--- config.mk ---
export PLATFORM = sky130hd
export DESIGN_NAME = rename_dispatch_ctrl
export DESIGN_NICKNAME = d
export VERILOG_FILES = /design/src/rtl/rename_dispatch_ctrl.sv
export SDC_FILE = /design/constraint.sdc
export NUM_CORES = 1
export LEC_CHECK = 0
export ABC_AREA = 1
export BUFFER_PORTS_ARGS = -buffer_cell sky130_fd_sc_hd__buf_2
export CAP_MARGIN = 5
export CORE_MARGIN = 2
export CORE_UTILIZATION = 59
export CTS_CLUSTER_DIAMETER = 60
export DETAILED_ROUTE_END_ITERATION = 8
export PLACE_DENSITY = 0.85
export SYNTH_ARGS = -nofsm -noshare
export SYNTH_HDL_FRONTEND = slang
export SYNTH_SLANG_ARGS = --single-unit
--- constraint.sdc ---
create_clock -name CLK -period 7.1 [get_ports CLK]
set_clock_uncertainty 0.2 [all_clocks]
set_input_delay 2.13 -clock CLK [delete_from_list [all_inputs] [get_ports CLK]]
set_output_delay 2.13 -clock CLK [all_outputs]
set_load 0.01 [all_outputs]
--- src/rtl/rename_dispatch_ctrl.sv ---
// Credit-based dispatch gate in front of Rename: tracks ROB/IQ/LSQ slots and free pregs,
// and blocks dispatch for a fixed recovery window after a flush.

module rdc_credit_ctr #(
    parameter int SIZE = 16,
    parameter int W    = $clog2(SIZE + 1)
) (
    input  logic         CLK,
    input  logic         RESET,
    input  logic         reload,
    input  logic         alloc,
    input  logic         release_i,
    output logic [W-1:0] count,
    output logic         err
);
    localparam logic [W-1:0] FULL = W'(SIZE);

    logic [W-1:0] cnt_nxt;

    // alloc and release together cancel; out-of-range moves clamp and flag
    always_comb begin
        cnt_nxt = count;
        err     = 1'b0;
        if (alloc && !release_i) begin
            if (count == '0) err = 1'b1;
            else             cnt_nxt = count - 1'b1;
        end else if (release_i && !alloc) begin
            if (count == FULL) err = 1'b1;
            else               cnt_nxt = count + 1'b1;
        end
    end

    always_ff @(posedge CLK) begin
        if (!RESET)      count <= FULL;
        else if (reload) count <= FULL;
        else             count <= cnt_nxt;
    end
endmodule

module rename_dispatch_ctrl #(
    parameter int ROB_SIZE       = 32,
    parameter int IQ_SIZE        = 16,
    parameter int LSQ_SIZE       = 16,
    parameter int FREE_REGS      = 32,
    parameter int RECOVER_CYCLES = 4
) (
    input  logic                             CLK,
    input  logic                             RESET,
    input  logic                             FLUSH,
    input  logic                             STALL,
    input  logic                             rn_valid,
    input  logic                             rn_dst,
    input  logic                             rn_ld,
    input  logic                             rn_st,
    input  logic                             rob_release,
    input  logic                             iq_release,
    input  logic                             lsq_release,
    input  logic                             rrat_free,
    output logic                             dispatch,
    output logic                             halt_rename_queue,
    output logic [$clog2(ROB_SIZE+1)-1:0]    rob_credits,
    output logic [$clog2(IQ_SIZE+1)-1:0]     iq_credits,
    output logic [$clog2(LSQ_SIZE+1)-1:0]    lsq_credits,
    output logic [$clog2(FREE_REGS+1)-1:0]   free_count,
    output logic                             recovering,
    output logic                             credit_err
);
    localparam int RCW = ($clog2(RECOVER_CYCLES) < 3) ? 3 : $clog2(RECOVER_CYCLES);
    localparam logic [RCW-1:0] RC_LOAD = RCW'(RECOVER_CYCLES - 1);

    typedef enum logic {RUN, RECOVER} state_t;

    state_t         state, state_nxt;
    logic [RCW-1:0] rc_cnt, rc_nxt;
    logic           run;
    logic           needs_lsq, needs_preg;
    logic [3:0]     ctr_err;

    assign run        = (state == RUN);
    assign needs_lsq  = rn_ld | rn_st;
    assign needs_preg = rn_dst | rn_ld;

    always_comb begin
        dispatch = rn_valid && run && !STALL && !FLUSH
                && (rob_credits != '0) && (iq_credits != '0)
                && (!needs_lsq  || (lsq_credits != '0))
                && (!needs_preg || (free_count  != '0));
        halt_rename_queue = rn_valid && !dispatch;
        recovering        = !run;
    end

    always_comb begin
        state_nxt = state;
        rc_nxt    = rc_cnt;
        if (FLUSH) begin
            state_nxt = RECOVER;
            rc_nxt    = RC_LOAD;
        end else if (state == RECOVER) begin
            if (rc_cnt == '0) state_nxt = RUN;
            else              rc_nxt    = rc_cnt - 1'b1;
        end
    end

    always_ff @(posedge CLK) begin
        if (!RESET) begin
            state  <= RUN;
            rc_cnt <= '0;
        end else begin
            state  <= state_nxt;
            rc_cnt <= rc_nxt;
        end
    end

    // releases only count while running; a flush reload overrides them
    rdc_credit_ctr #(.SIZE(ROB_SIZE)) u_rob (
        .CLK(CLK), .RESET(RESET), .reload(FLUSH),
        .alloc(dispatch), .release_i(rob_release & run),
        .count(rob_credits), .err(ctr_err[0]));

    rdc_credit_ctr #(.SIZE(IQ_SIZE)) u_iq (
        .CLK(CLK), .RESET(RESET), .reload(FLUSH),
        .alloc(dispatch), .release_i(iq_release & run),
        .count(iq_credits), .err(ctr_err[1]));

    rdc_credit_ctr #(.SIZE(LSQ_SIZE)) u_lsq (
        .CLK(CLK), .RESET(RESET), .reload(FLUSH),
        .alloc(dispatch & needs_lsq), .release_i(lsq_release & run),
        .count(lsq_credits), .err(ctr_err[2]));

    rdc_credit_ctr #(.SIZE(FREE_REGS)) u_free (
        .CLK(CLK), .RESET(RESET), .reload(FLUSH),
        .alloc(dispatch & needs_preg), .release_i(rrat_free & run),
        .count(free_count), .err(ctr_err[3]));

    always_ff @(posedge CLK) begin
        if (!RESET)                 credit_err <= 1'b0;
        else if (run && !FLUSH && (|ctr_err)) credit_err <= 1'b1;
    end
endmodule

==> impl_metrics.tcl <==
set metrics [dict create \
    worstPathRequired_ps 4770 \
    pwr_density_cell_mw_per_mm2 136.9 \
    crit_arrival_ps 3210 \
    slew_headroom_pct 70.49 \
    core_mm2 0.003103 \
    end_kind "output port" \
    path_buf_inv 3 \
    finalSetupViolCount 0 \
    gp_congestion 0.8984 \
    path_cells "buf_2, inv_1, nand2_1, nand4_1, nand2_1, nor2_4, buf_2" \
    detail-route-antenna-nets 0 \
    reg2reg_depth 14 \
    slew_viol_final 0 \
    yosysSeqAreaShare_pct 27.82 \
    holdPathEnd "rc_cnt[0]" \
    routed_via_density 5.209 \
    drt_iter0_markers 66 \
    finalSetupTns_ps 0 \
    timing.final.crit_share_pct 78.08 \
    drt-total-wl_um 4158 \
    drive_above_1_share_pct 19.15 \
    cp_slowest_cell "nor2_4" \
    portBuffers 37 \
    placed_cells 369 \
    grt_usage_pct 24.32 \
    nNetsFinal 354 \
    die_area_mm2 0.003769 \
    crit_family "simple AND/OR/NAND/NOR gates" \
    max_stage_delay_ps 360 \
    cts_made_buffers 3 \
    min_path_cells 2 \
    hpwl_um 3145 \
    synth_edf_count 0 \
    r2r-end "u_iq.count[4]" \
    crit_fanout 15 \
    wl_per_cell_um 11.15 \
    root_buffer "clkbuf_4" \
    ys.flop_type "dfxtp_1" \
    fin_crit_ps 5544 \
    syn_inst 290 \
    worst_pin_slew_ps 437.1 \
    syn_area_per_cell_um2 6.700 \
    final_cells 373 \
    cts-resized-gates 0 \
    rsz0062_at_grt "false" \
    fillers 307 \
    clock.fmax_mhz 180.4 \
    path_class "in2out" \
    yosysUniqueCellTypes 32 \
    postSynthNetCount 314 \
    grt_pass1_vias 1700 \
    clkTransAtPathRegs_ps 160 \
    cts_hold_buf 0 \
    drt_first_pass_iters 4 \
    whs_ps 278.2 \
    async_flop_share_pct 0 \
    cts.repair_timing.setup_buffer_count 0 \
    pre_cts_ws_ps 1562 \
    grt_first_pass_wirelength_um 6982 \
    rrSetupSlack_ps 4290 \
    die_w_um 61.39 \
    reg2reg_from "u_rob.count[2]" \
    num_vias 1943 \
    grt_overflow 0 \
    cts_tree "yes" \
    layout_commonest_cell "nand2_1" \
    clockBufferDepth 2 \
    critPathLaunchType "input pin" \
    ioPinCount 38 \
    num_antenna_cells 0 \
    hold_class "reg2reg" \
    clkLatencyLatePin_ps 350 \
    outcome "finished clean" \
    clock_sinks 27 \
    finalHoldViolations 0 \
    ir_worst_vdd_uv 74.57 \
    yosys_register_bits 27 \
    htreeDepth 1 \
    start_util_pct 62.62 \
    final_cell_mix "nand2_1, buf_2, inv_1, nor2_1, dfxtp_1" \
    grt_max_degree 18 \
    antenna_found_initial 0 \
    layout_setup_ws_ps 1556 \
    p_leak_uw 0.001135 \
    synth_area_mm2 0.001943 \
    dieHeight_um 61.39 \
    areaGrowthSynthToFinish_pct 13.26 \
    maxCapViolations 0 \
    yosysWarnings 0 \
    drc 0 \
    rows 20 \
    min_from "rc_cnt[0]" \
]
-- flip-flops by register name, summed over array words and instances, names as in the netlist --
register,cells
rc_cnt,3
credit_err,1
u_free.count,6
u_rob.count,6
u_iq.count,5
recovering,1
u_lsq.count,5
-- worst register-to-register path: stages (launching register included) --
cell     delay, ps
dfxtp_1        500
nor2_1         100
nand3_1        120
nand3_2        100
nor2_4         390
o21ai_1        210
inv_1          180
ha_1           300
nand2_1         80
nand2_1         50
a21oi_1        160
xnor2_1        150
nor2_1          70
nand2_1         60
nand3_1         60
-- cell usage after synthesis, drive strengths merged, types with 3 or more instances --
cell	instances	area, um2
a211oi	3	22.52
a21oi	22	110.1
dfxtp	27	540.5
ha	10	125.1
inv	44	165.2
nand2	63	249.0
nand3	23	142.6
nand3b	3	22.52
nand4	11	68.82
nor2	33	138.9
o21ai	24	120.1
xnor2	7	61.31
xor2	5	43.79
-- where the power goes --
part           internal (uW)  switching (uW)  leakage [uW]
combinational           23.6            40.8      0.000902
sequential               157            5.97      0.000219
clock                   21.7            52.0     0.0000139
total                    203            98.8       0.00114
-- stage by stage --
| stage | cell area, um2 | util, % | total power (uW) |
|---|---|---|---|
| finish | 2201 | 70.93 | 301.3 |
| global route | 2201 | 70.93 | 318.3 |
| CTS | 2201 | 70.93 | 303.6 |
| detailed placement | 2171 | 69.96 | 230.2 |
| global placement | 2171 | 69.96 | 228.9 |
| floorplan | 1943 | - | 212.2 |
-- metal layers --
metal | routed length [um] | vias up | share of wire (%) | global-route usage [%]
met1 | 1882 | 849 | 45 | 31.52
li1 | - | 1038 | - | -
met5 | 0 | - | 0 | 0
met2 | 1975 | 51 | 47 | 43.16
met4 | 53 | 0 | 1.3 | 6.383
met3 | 246 | 5 | 5.9 | 2.521
-- cell type report --
type                       instances  area, um2  area share [%]
clock buffer                       3      22.52           1.023
clock inverter                     1      7.507          0.3411
inverter                          46      172.7           7.845
multi-input combinational        214       1210           54.97
sequential                        27      540.5           24.56
tap                               44      55.05           2.501
timing repair buffer              38      192.7           8.755
-- how the worst max path moves through the flow --
stage | start | to | slack [ps] | cells past startpoint
after floorplan | rn_dst | halt_rename_queue | 1880 | 7
after global placement | rn_ld | dispatch | 1610 | 7
after detailed placement | rn_dst | dispatch | 1560 | 7
after CTS | rn_dst | dispatch | 1570 | 7
after global routing | rn_dst | halt_rename_queue | 1450 | 8
final | rn_dst | dispatch | 1560 | 7
-- kinds of logic (layout without fill, tap and decap cells) --
| family | count (synthesis) | after routing | synth area share, % |
|---|---|---|---|
| AND/OR/NAND/NOR | 134 | 134 | 32.32 |
| AO/OA/AOI/OAI | 56 | 56 | 16.03 |
| buffers and inverters | 49 | 88 | 9.916 |
| flip-flops | 27 | 27 | 27.82 |
| adder cells (fa/ha/maj) | 12 | 12 | 8.500 |
| XOR/XNOR | 12 | 12 | 5.409 |
No activity file was read; power rests on OpenSTA's default activity.
